### config.mk
export PLATFORM = sky130hd
export DESIGN_NAME = fifo_demux_rx
export DESIGN_NICKNAME = d
export VERILOG_FILES = /design/src/rtl/fifo_demux_pkg.sv /design/src/rtl/fifo_demux_rx_skid2.sv /design/src/rtl/fifo_demux_rx.sv
export SDC_FILE = /design/constraint.sdc
export NUM_CORES = 1
export LEC_CHECK = 0
export CORE_ASPECT_RATIO = 1.4
export CORE_MARGIN = 2
export CORE_UTILIZATION = 45
export DETAILED_ROUTE_END_ITERATION = 8
export DONT_BUFFER_PORTS = 1
export HOLD_SLACK_MARGIN = 0.08
export PLACE_DENSITY = 0.57
export SYNTH_ARGS = -nofsm -noshare
export SYNTH_HDL_FRONTEND = slang
export SYNTH_SLANG_ARGS = --single-unit
### constraint.sdc
create_clock -name clk_i -period 6 [get_ports clk_i]
set_input_delay 0.9 -clock clk_i [delete_from_list [all_inputs] [get_ports clk_i]]
set_output_delay 0.9 -clock clk_i [all_outputs]
set_load 0.02 [all_outputs]
### src/rtl/fifo_demux_pkg.sv
// Shared definitions for the packet demux and its transmit-side counterpart.
// Both ends must decode the header count code the same way.
package fifo_demux_pkg;

  localparam int unsigned CNT_W = 4;

  typedef enum logic {
    HDR,
    PAYLOAD
  } state_t;

  // Maps a header count code to the number of payload words that follow it.
  function automatic logic [CNT_W-1:0] cnt_decode(input logic [31:0] code);
    case (code)
      32'd0:   return 4'd0;
      32'd1:   return 4'd1;
      32'd2:   return 4'd2;
      32'd3:   return 4'd4;
      32'd4:   return 4'd8;
      default: return 4'd0;
    endcase
  endfunction

endpackage

### src/rtl/fifo_demux_rx_skid2.sv
// Two-entry in-order holding buffer between the upstream FIFO read port
// and the packet steering logic. Entry 0 is always the head.
module fifo_skid2 #(
  parameter int unsigned DW = 32
) (
  input  logic          clk,
  input  logic          rst,
  input  logic          push,
  input  logic [DW-1:0] push_data,
  input  logic          pop,
  output logic [DW-1:0] head,
  output logic          head_valid,
  output logic [1:0]    count
);

  logic [DW-1:0] mem [2];
  logic [1:0]    count_q;

  always_ff @(posedge clk) begin
    // NOTE: only two entries, so storage is reset too; this keeps the head data at 0 after reset.
    if (rst) begin
      mem[0]  <= '0;
      mem[1]  <= '0;
      count_q <= '0;
    end else begin
      // NOTE: non-blocking assignments let mem[0] take the old mem[1] while mem[1] is refilled.
      case ({push, pop})
        2'b10: begin
          if (count_q == 2'd0) mem[0] <= push_data;
          else                 mem[1] <= push_data;
          count_q <= count_q + 2'd1;
        end
        2'b01: begin
          mem[0]  <= mem[1];
          count_q <= count_q - 2'd1;
        end
        2'b11: begin
          if (count_q == 2'd1) begin
            mem[0] <= push_data;
          end else begin
            mem[0] <= mem[1];
            mem[1] <= push_data;
          end
        end
        default: ;
      endcase
    end
  end

  assign head       = mem[0];
  assign head_valid = (count_q != 2'd0);
  assign count      = count_q;

endmodule

### src/rtl/fifo_demux_rx.sv
// Pops header+payload packets from one upstream FIFO and steers each whole
// packet, in order, to FIFO1 or FIFO2 according to the header select bits.
module fifo_demux_rx
  import fifo_demux_pkg::*;
#(
  parameter int unsigned DW       = 32,
  parameter int unsigned SELMASK  = 1,
  parameter int unsigned CNTSHIFT = 1,
  parameter int unsigned CNTMASK  = 7
) (
  input  logic          clk_i,
  input  logic          rst_i,
  input  logic [DW-1:0] rd_data_i,
  input  logic          empty_i,
  output logic          rd_en_o,
  output logic          f1_wr_en_o,
  output logic [DW-1:0] f1_wr_data_o,
  input  logic          f1_full_i,
  output logic          f2_wr_en_o,
  output logic [DW-1:0] f2_wr_data_o,
  input  logic          f2_full_i,
  output logic          pkt_done_o,
  output logic          busy_o
);

  state_t           state_q, state_d;
  logic [CNT_W-1:0] rem_q, rem_d;
  logic             dest1_q, dest1_d;
  logic             inflight_q;

  logic [DW-1:0]    head;
  logic             head_valid;
  logic [1:0]       skid_cnt;
  logic [1:0]       level;

  logic [DW-1:0]    code_word;
  logic [CNT_W-1:0] hdr_cnt;
  logic             hdr_sel1;
  logic             cur_dest1;
  logic             dest_full;
  logic             wr;

  fifo_skid2 #(.DW(DW)) u_skid (
    .clk        (clk_i),
    .rst        (rst_i),
    .push       (inflight_q),
    .push_data  (rd_data_i),
    .pop        (wr),
    .head       (head),
    .head_valid (head_valid),
    .count      (skid_cnt)
  );

  assign code_word = (head >> CNTSHIFT) & DW'(CNTMASK);
  assign hdr_cnt   = cnt_decode(32'(code_word));
  assign hdr_sel1  = |(head & DW'(SELMASK));

  // In HDR the head itself picks the destination; in PAYLOAD the latched one is used.
  assign cur_dest1 = (state_q == HDR) ? hdr_sel1 : dest1_q;
  assign dest_full = cur_dest1 ? f1_full_i : f2_full_i;
  assign wr        = head_valid && !dest_full && !rst_i;

  assign f1_wr_en_o   = wr && cur_dest1;
  assign f2_wr_en_o   = wr && !cur_dest1;
  assign f1_wr_data_o = head;
  assign f2_wr_data_o = head;

  // Occupancy next cycle once this cycle's drain and the returning read are applied.
  assign level   = skid_cnt - {1'b0, wr} + {1'b0, inflight_q};
  assign rd_en_o = !rst_i && !empty_i && (level < 2'd2);

  assign busy_o = !rst_i && ((state_q == PAYLOAD) || head_valid || inflight_q);

  always_ff @(posedge clk_i) begin
    if (rst_i) begin
      state_q    <= HDR;
      rem_q      <= '0;
      dest1_q    <= 1'b0;
      inflight_q <= 1'b0;
    end else begin
      state_q    <= state_d;
      rem_q      <= rem_d;
      dest1_q    <= dest1_d;
      inflight_q <= rd_en_o;
    end
  end

  always_comb begin
    // NOTE: every output of this block gets a default first so no latch is inferred.
    state_d    = state_q;
    rem_d      = rem_q;
    dest1_d    = dest1_q;
    pkt_done_o = 1'b0;
    if (wr) begin
      case (state_q)
        HDR: begin
          rem_d = hdr_cnt;
          if (hdr_cnt == '0) begin
            pkt_done_o = 1'b1;
          end else begin
            dest1_d = hdr_sel1;
            state_d = PAYLOAD;
          end
        end
        PAYLOAD: begin
          rem_d = rem_q - 1'b1;
          if (rem_q == 4'd1) begin
            pkt_done_o = 1'b1;
            state_d    = HDR;
          end
        end
        default: state_d = HDR;
      endcase
    end
  end

endmodule
==> out/qor.csv, run 1 <==
stage,metric,value,unit
status,status,"finished, final reports clean",
logic_synthesis,ys_ff_latch,73,
logic_synthesis,synth_edf_count,64,
drt,vias,1870,
clock_tree,cts.sinks,73,
layout,area_growth,-6.05,%
clock_tree,hold_buffers,0,
logic_synthesis,synthFlopType,edfxtp_1,
logic_synthesis,ys.warnings.count,0,
sta,period_minus_slack,3570,ps
sta,fin_crit_sh,59.5,%
global_routing,antenna_found_initial,0,
setup_path,regToRegSetupSlack,3170,ps
pwr,power.switching,451,uW
pwr,p_leak,0.00122,uW
setup_path,critPathKind,flop to output pin,
sta,setup_viol,0,
clock_tree,clk_latency,340,ps
pwr,powerDensity,394,mW/mm^2
clock_tree,cts_tree,built,
layout,final_nets,270,
logic_synthesis,ys_seq_area_share,57.5,%
clock_tree,cts-root-buf,clkbuf_8,
layout,drive_above_1_share,10.8,%
drt,viasPerCell,5.63,
layout,n_antenna_cell,0,
sta,worst_pin_slew,884,ps
setup_path,startpoint_type,flop,
global_routing,track_usage,14.3,%
pwr,pwr-share-clk,26.3,%
drt,wl_met3,454,um
run,max_cap_violations,0,
setup_path,endpoint_kind,output pin,
die,start_util,46.6,%
die,rows,38,
global_routing,grt_pass1_vias,1917,
die,die_area,0.00888,mm^2
clock_tree,cts_setup_buffers,0,
global_routing,grt_pass1_wl,9.54,mm
die,die_w,80.2,um
drt,drtIter0Drc,114,
sta,worst_slack,2430,ps
placed_design,pre_cts_ws,2830,ps
sta,finalHoldViolCount,0,
drt,drc,0,
pwr,swShare,33.3,%
setup_path,worstPathArrival,2670,ps
placed_design,place_congestion,0.740,
pwr,p_int,904,uW
logic_synthesis,synth_cells,292,
die,fp.dieH,111,um
drt,drt-pass1-iter-count,4,
setup_path,required,5100,ps
drt,finalWirelength,6.20,mm
placed_design,place_hpwl,3.92,mm
logic_synthesis,syn-cell-area,0.00366,mm^2
layout,fin_area,0.00344,mm^2
clock_tree,ctsResizeCount,0,
placed_design,place_area,0.00326,mm^2
worst_hold_path,min_path_type,flop to flop,
sta,fmax,0.280,GHz
pwr,power_frac_comb,13.4,%
pwr,power.share.sequential,60.3,%
clock_tree,cts_max_path_buffers,2,
clock_tree,clk_pin_slew_worst_paths,70,ps
placed_design,io_buffers,0,
clock_tree,cts_max_level,3,
drt,wl_per_cell,18.7,um
die,top_level_ports,106,
sta,finalMaxSlewViolations,0,
logic_synthesis,async_flop_share,0,%
sta,fin_hold_ws,505,ps
drt,ant_nets,0,
drt,top_layer,met4,
global_routing,grt_start_max_net_pins,33,
logic_synthesis,ys_types,41,
clock_tree,cts_buffers,9,
sta,slew_headroom,40.5,%
global_routing,grt-ovfl-total,0,
sta,rsz0062_at_grt,false,
setup_path,crit_fanout,9,
sta,tns,0,ps
drt,met1_length,2.41,mm
die,core,0.00785,mm^2
sta,final.setup_skew,5.91,ps
drt,met2_length,3.19,mm
logic_synthesis,synth_nets,333,
logic_synthesis,avgSynthCellArea,12.5,um^2
pwr,ir_drop,0.146,mV
## cell type report
class | count | area, um^2
Tap cell | 100 | 125
Multi-Input combinational cell | 134 | 983
Fill cell | 712 | 4410
Clock buffer | 10 | 128
Sequential cell | 73 | 2100
Clock inverter | 4 | 46.3
Timing Repair Buffer | 3 | 22.5
Inverter | 8 | 30.0
## registers in the layout, summed over array words and instances, names as in the netlist
signal,cells
dest1_q,1
inflight_q,1
rem_q,4
state_q,1
u_skid.count,2
u_skid.mem,64
## synth_stat cells, types with 2 or more instances
| cell type | instances | area (um^2) |
|---|---|---|
| a22o_1 | 32 | 280 |
| edfxtp_1 | 64 | 1920 |
| buf_4 | 69 | 518 |
| mux2i_2 | 2 | 27.5 |
| xnor2_1 | 2 | 17.5 |
| nand3_1 | 2 | 10.0 |
| clkbuf_1 | 4 | 15.0 |
| and2_1 | 33 | 206 |
| nor3_1 | 3 | 15.0 |
| nor4_1 | 2 | 12.5 |
| a21oi_1 | 2 | 10.0 |
| a31oi_1 | 3 | 18.8 |
| buf_2 | 3 | 15.0 |
| o31ai_1 | 4 | 30.0 |
| inv_1 | 8 | 30.0 |
| nand2_1 | 9 | 33.8 |
| dfxtp_1 | 9 | 180 |
| nor2_1 | 12 | 45.0 |
| a211oi_1 | 4 | 30.0 |
| ha_1 | 4 | 50.1 |
## metrics by stage
step	instances	utilization (%)	power, uW
after detailed placement	318	41.6	1010
after CTS	332	43.8	1370
after global placement	318	41.6	1010
after global routing	332	43.8	1420
after floorplan	292	-	1090
final	332	43.8	1360
## layer usage
layer  GRT usage, %  up-vias
li1               -      861
met1           16.4      918
met2           23.0       80
met3           4.56       11
met4           8.25        0
met5              0        -
## worst max-delay path, cell delays in order, from the launching register on
cell and delay [ps]:
edfxtp_1 600, mux2i_2 380, mux2i_2 430, nand2_1 280
a211oi_1 640
## placed cells by master (no fill, tap or decap), types with 2 or more instances in the layout
cell type,count
edfxtp_1,64
and2_1,33
a22o_1,32
nor2_1,12
clkbuf_8,9
dfxtp_1,9
inv_1,8
nand2_1,8
a211oi_1,4
o31ai_1,4
ha_1,4
nor3_1,3
a31oi_1,3
buf_4,3
mux2i_2,2
nand2_2,2
nor3_4,2
a21oi_1,2
nor4_1,2
nand3_1,2
xnor2_1,2
## worst paths after layout
check                                         to        startpoint  cells after the start
worst max-delay path                  pkt_done_o  u_skid.mem[0][0]                      4
worst min-delay path             u_skid.count[1]   u_skid.count[1]                      2
worst max register to register  u_skid.mem[0][2]  u_skid.mem[0][0]                      6
worst min register to register   u_skid.count[1]   u_skid.count[1]                      2
## kinds of logic after synthesis
kind of cell	share of synthesized area [%]
AOI/OAI and AO/OA	12.1
muxes	1.74
and+or+nand+nor	10.7
buffers and inverters	15.9
adders and majority gates	1.37
xor gates and xnor gates	0.718
DFF	57.5
## power by group through the flow
| stage | clock network, uW | registers [uW] | logic (uW) |
|---|---|---|---|
| 4_1_cts | 369 | 821 | 185 |
| 5_1_grt | 387 | 832 | 202 |
| 6_report | 356 | 818 | 181 |
| 2_1_floorplan | 0 | 692 | 394 |
| 3_3_place_gp | 0 | 829 | 181 |
| 3_5_place_dp | 0 | 831 | 184 |
Note: power is estimated with default switching activity, not from simulation.
==> run 2, diff against run 1 <==
==> constraint.sdc (replaced) <==
create_clock -name clk_i -period 3.4 [get_ports clk_i]
set_input_delay 0.51 -clock clk_i [delete_from_list [all_inputs] [get_ports clk_i]]
set_output_delay 0.51 -clock clk_i [all_outputs]
set_load 0.02 [all_outputs]
==> out/qor.csv, run 2 (synthesis results as in run 1) <==
stage,metric,value,unit,change
status,status,"finished, final reports clean",,
die,die_w,80.2,um,unchanged
setup_path,path_common_cell,mux2i_2,,
setup_path,startpoint_type,flop,,
placed_design,place_congestion,0.764,,+3.3%
layout,largest_register,u_skid.mem,,
layout,final_common_cell,edfxtp_1,,
pwr,power_frac_comb,13.9,%,+0.5 points
worst_hold_path,min_path_type,input pin to flop,,
sta,fin_crit_sh,87.1,%,
sta,fmax,0.338,GHz,
global_routing,grt_pass1_vias,1839,,-4.1%
pwr,pwr-share-clk,25.6,%,-0.7 points
clock_tree,hold_buffers,0,,unchanged
setup_path,cp_slowest_cell,edfxtp_1,,
setup_path,crit_chain,mux2i_2 -> mux2i_2 -> nand2_1 -> a211oi_1 -> buf_4,,
layout,layout.core_utilization,44.1,%,+0.32 points
layout,final_nets,275,,+1.9%
clock_tree,cts_tree,built,,
setup_path,worstPathArrival,2450,ps,-220 ps
run,max_cap_violations,0,,unchanged
clock_tree,clk_latency,340,ps,about the same
setup_path,path_delay_family,multiplexers,,
pwr,p_leak,0.00124,uW,+1.7%
global_routing,antenna_found_initial,0,,unchanged
die,rows,38,,unchanged
layout,drive_above_1_share,11.9,%,+1.1 points
drt,drc,0,,unchanged
die,start_util,46.6,%,unchanged
drt,drtIter0Drc,90,,-21%
sta,final.setup_skew,5.33,ps,-0.582 ps
clock_tree,cts_setup_buffers,0,,unchanged
drt,drt-pass1-iter-count,4,,unchanged
clock_tree,cts.sinks,73,,unchanged
sta,setup_viol,0,,unchanged
clock_tree,ctsResizeCount,0,,unchanged
sta,period_minus_slack,2960,ps,
pwr,power.switching,785,uW,+74%
drt,viasPerCell,5.48,,-2.8%
setup_path,critPathBufInv,1,,+1
setup_path,required,2890,ps,-2210 ps
placed_design,io_buffers,0,,unchanged
pwr,power.share.sequential,60.5,%,+0.2 points
pwr,p_int,1600,uW,+77%
layout,largest_reg_flops,64,,unchanged
drt,finalWirelength,6.27,mm,+1.2%
layout,fill_cells,722,,+1.4%
die,core,0.00785,mm^2,unchanged
sta,rsz0062_at_grt,false,,
setup_path,worst_path_largest_cell_delay,600,ps,-40 ps
global_routing,track_usage,15.0,%,+0.68 points
layout,area_growth,-5.37,%,
placed_design,place_area,0.00330,mm^2,+1.2%
sta,slew_headroom,34.1,%,-6.4 points
drt,vias,1835,,-1.9%
clock_tree,cts_max_path_buffers,2,,unchanged
pwr,powerDensity,689,mW/mm^2,+75%
clock_tree,cts_buffers,9,,unchanged
clock_tree,clk_pin_slew_worst_paths,70,ps,about the same
clock_tree,cts-root-buf,clkbuf_8,,
drt,wl_per_cell,18.7,um,+0.32%
die,die_area,0.00888,mm^2,unchanged
die,fp.dieH,111,um,unchanged
clock_tree,cts_max_level,3,,unchanged
sta,finalHoldViolCount,0,,unchanged
pwr,ir_drop,0.343,mV,+140%
placed_design,place_hpwl,4.30,mm,+9.6%
sta,worst_pin_slew,980,ps,+95.3 ps
die,top_level_ports,106,,unchanged
sta,tns,0,ps,unchanged
drt,ant_nets,0,,unchanged
global_routing,grt-ovfl-total,0,,unchanged
sta,fin_hold_ws,230,ps,-276 ps
setup_path,critPathKind,flop to output pin,,
layout,fin_area,0.00346,mm^2,+0.73%
setup_path,crit_fanout,9,,unchanged
setup_path,endpoint_kind,output pin,,
pwr,swShare,32.9,%,-0.36 points
global_routing,grt_start_max_net_pins,33,,unchanged
sta,finalMaxSlewViolations,0,,unchanged
layout,mostFrequentLayoutCells,"edfxtp_1, and2_1, a22o_1",,
global_routing,grt_pass1_wl,9.91,mm,+3.9%
layout,n_antenna_cell,0,,unchanged
## run 2: changes by cell type in the layout (fill, tap and decap cells not counted), sizes merged
cell,previous run,this run
clkinvlp,1,0
clkinv,2,1
buf,3,8
## run 2: worst register-to-register path: stages (launching register included)
cell and delay, ps:
edfxtp_1 600, mux2i_2 390, mux2i_2 410, nand2_2 160, a21oi_2 410, buf_4 300
and2_1 160
## run 2: area by class of cell
class | instances | area [um^2] | area share, %
sequential | 73 | 2100 | 60.7
multi-input combinational | 134 | 983 | 28.4
clock buffer | 10 | 128 | 3.69
tap | 100 | 125 | 3.61
timing repair buffer | 8 | 60.1 | 1.73
clock inverter | 2 | 33.8 | 0.976
inverter | 8 | 30.0 | 0.867
## run 2: final timing paths
kind,start,to,slack (ps),depth (start not counted)
worst max-delay path,u_skid.mem[0][0],pkt_done_o,440,5
worst min register to register,dest1_q,dest1_q,490,2
worst min-delay path,rst_i,dest1_q,230,1
worst max register to register,u_skid.mem[0][0],u_skid.mem[0][41],850,6
## run 2: stage by stage
stage	cells	total power (uW)	worst slack, ps
floorplan	292	1920	1010
global placement	323	1790	835
detailed placement	323	1800	789
CTS	335	2420	391
global route	335	2510	239
finish	335	2380	437
## run 2: power by group through the flow
stage	clock, uW	sequential [uW]	combinational [uW]
finish	610	1440	332
global route	672	1470	372
global placement	0	1460	331
floorplan	0	1220	695
detailed placement	0	1460	337
CTS	634	1450	339
## run 2: routing by layer
layer / share of wire [%] / GRT usage (%) / vias up / wire length (um)
met5: 0 / 0 / - / 0
met3: 7.0 / 7.00 / 7 / 440
li1: - / - / 871 / -
met4: 1.7 / 6.33 / 0 / 106
met1: 40 / 17.6 / 895 / 2510
met2: 51 / 23.3 / 62 / 3210
==> run 3, diff against run 2 <==
==> constraint.sdc (replaced) <==
create_clock -name clk_i -period 3.7 [get_ports clk_i]
set_input_delay 0.555 -clock clk_i [delete_from_list [all_inputs] [get_ports clk_i]]
set_output_delay 0.555 -clock clk_i [all_outputs]
set_load 0.02 [all_outputs]
==> out/qor.csv, run 3 (synthesis results as in run 1) <==
stage,metric,value,unit,change
sta,period_minus_slack,3180,ps,
drt,wl_met3,473,um,+7.5%
layout,final_common_cell,edfxtp_1,,
drt,wl_per_cell,18.4,um,-1.6%
sta,finalHoldViolCount,0,,unchanged
worst_hold_path,hold_path_depth,1,,unchanged
clock_tree,clk_latency,340,ps,about the same
setup_path,r2r_start,u_skid.mem[0][0],,
drt,viasPerCell,5.46,,-0.30%
layout,final_nets,271,,-1.5%
layout,area_growth,-6.09,%,
global_routing,antenna_found_initial,0,,unchanged
sta,rsz0062_at_grt,false,,
sta,tns,0,ps,unchanged
placed_design,place_hpwl,3.93,mm,-8.6%
sta,slew_headroom,38.0,%,+4.0 points
global_routing,track_usage,15.0,%,about the same
worst_hold_path,worstHoldStart,rst_i,,
drt,met1_length,2.44,mm,-2.9%
setup_path,regToRegSetupSlack,1010,ps,+160 ps
die,fp.dieH,111,um,unchanged
layout,fill_cells,723,,+0.14%
drt,vias,1824,,-0.60%
sta,worst_pin_slew,921,ps,-58.8 ps
setup_path,rr_endpoint,u_skid.mem[0][3],,
placed_design,placedCellCount,319,,-1.2%
clock_tree,cts-root-buf,clkbuf_8,,
drt,top_layer,met4,,
setup_path,crit_fanout,9,,unchanged
sta,finalMaxSlewViolations,0,,unchanged
layout,layout.cells.non_filler,334,,-0.30%
drt,ant_nets,0,,unchanged
sta,final.setup_skew,6.16,ps,+0.828 ps
clock_tree,ctsResizeCount,0,,unchanged
die,core,0.00785,mm^2,unchanged
layout,largest_reg_flops,64,,unchanged
drt,met2_length,3.16,mm,-1.7%
global_routing,grt_start_max_net_pins,33,,unchanged
global_routing,grt_pass1_wl,9.96,mm,+0.48%
sta,setup_viol,0,,unchanged
die,die_w,80.2,um,unchanged
drt,drc,0,,unchanged
sta,fin_hold_ws,278,ps,+47.9 ps
clock_tree,cts_buffers,9,,unchanged
drt,drt-pass1-iter-count,4,,unchanged
setup_path,startpoint_type,flop,,
die,top_level_ports,106,,unchanged
placed_design,io_buffers,0,,unchanged
pwr,power,2140,uW,-10%
clock_tree,cts_tree,built,,
global_routing,grt-ovfl-total,0,,unchanged
sta,fin_crit_sh,85.8,%,
sta,fmax,0.315,GHz,
die,rows,38,,unchanged
layout,drive_above_1_share,11.1,%,-0.80 points
layout,fin_area,0.00344,mm^2,-0.76%
die,start_util,46.6,%,unchanged
pwr,power.switching,731,uW,-6.9%
clock_tree,clk_pin_slew_worst_paths,70,ps,about the same
setup_path,required,3140,ps,+250 ps
setup_path,endpoint_kind,output pin,,
pwr,ir_drop,0.242,mV,-29%
status,status,"finished, final reports clean",,
setup_path,worstPathArrival,2620,ps,+170 ps
pwr,power.share.sequential,62.0,%,+1.5 points
clock_tree,cts_max_path_buffers,2,,unchanged
placed_design,place_congestion,0.765,,+0.17%
drt,finalWirelength,6.15,mm,-1.9%
die,die_area,0.00888,mm^2,unchanged
worst_hold_path,min_path_type,input pin to flop,,
pwr,power_frac_comb,14.0,%,about the same
clock_tree,hold_buffers,0,,unchanged
drt,drtIter0Drc,84,,-6.7%
placed_design,place_area,0.00328,mm^2,-0.53%
pwr,powerDensity,622,mW/mm^2,-9.7%
global_routing,grt_pass1_vias,1939,,+5.4%
setup_path,reg2reg_depth,6,,unchanged
pwr,pwr-share-clk,24.0,%,-1.6 points
layout,mostFrequentLayoutCells,"edfxtp_1, and2_1, a22o_1",,
layout,largest_register,u_skid.mem,,
pwr,swShare,34.2,%,+1.3 points
run,max_cap_violations,0,,unchanged
setup_path,critPathKind,flop to output pin,,
clock_tree,cts.sinks,73,,unchanged
clock_tree,cts_setup_buffers,0,,unchanged
pwr,p_leak,0.00122,uW,-1.8%
pwr,p_int,1410,uW,-12%
clock_tree,cts_max_level,3,,unchanged
layout,n_antenna_cell,0,,unchanged
worst_hold_path,whs_endpoint,dest1_q,,
## run 3: worst max path at each step
stage | to | start | slack [ps]
floorplan | pkt_done_o | state_q | 1260
global placement | pkt_done_o | u_skid.mem[0][0] | 960
detailed placement | pkt_done_o | u_skid.mem[0][0] | 890
CTS | pkt_done_o | u_skid.mem[0][0] | 500
global route | pkt_done_o | u_skid.mem[0][0] | 320
finish | pkt_done_o | u_skid.mem[0][0] | 520
## run 3: power groups by stage
stage / logic (uW) / registers, uW / clock network (uW)
global placement: 298 / 1340 / 0
detailed placement: 305 / 1350 / 0
floorplan: 639 / 1120 / 0
finish: 298 / 1330 / 513
global route: 336 / 1350 / 573
CTS: 306 / 1330 / 537
## run 3: area by class of cell
type                            instances  area [um^2]  area share, %
Clock buffer                           11          131           3.82
Clock inverter                          4         21.3          0.619
Inverter                                8         30.0          0.874
Multi-Input combinational cell        134          983           28.6
Sequential cell                        73         2100           61.2
Tap cell                              100          125           3.64
Timing Repair Buffer                    4         42.5           1.24
## run 3: per-layer routing
| metal | global-route usage, % | vias to the layer above |
|---|---|---|
| met3 | 6.11 | 8 |
| met5 | 0 | - |
| met4 | 6.89 | 0 |
| li1 | - | 862 |
| met1 | 16.7 | 899 |
| met2 | 24.6 | 55 |
## run 3: per-stage QoR
| step | utilization [%] | worst slack (ps) |
|---|---|---|
| final | 43.8 | 525 |
| after global routing | 43.8 | 317 |
| after CTS | 43.8 | 502 |
| after detailed placement | 41.9 | 888 |
| after global placement | 41.9 | 957 |
| after floorplan | - | 1260 |
## run 3: critical path: stages (launching register included)
cell	delay (ps)
edfxtp_1	590
mux2i_2	380
mux2i_2	410
nand2_1	270
a211oi_1	620
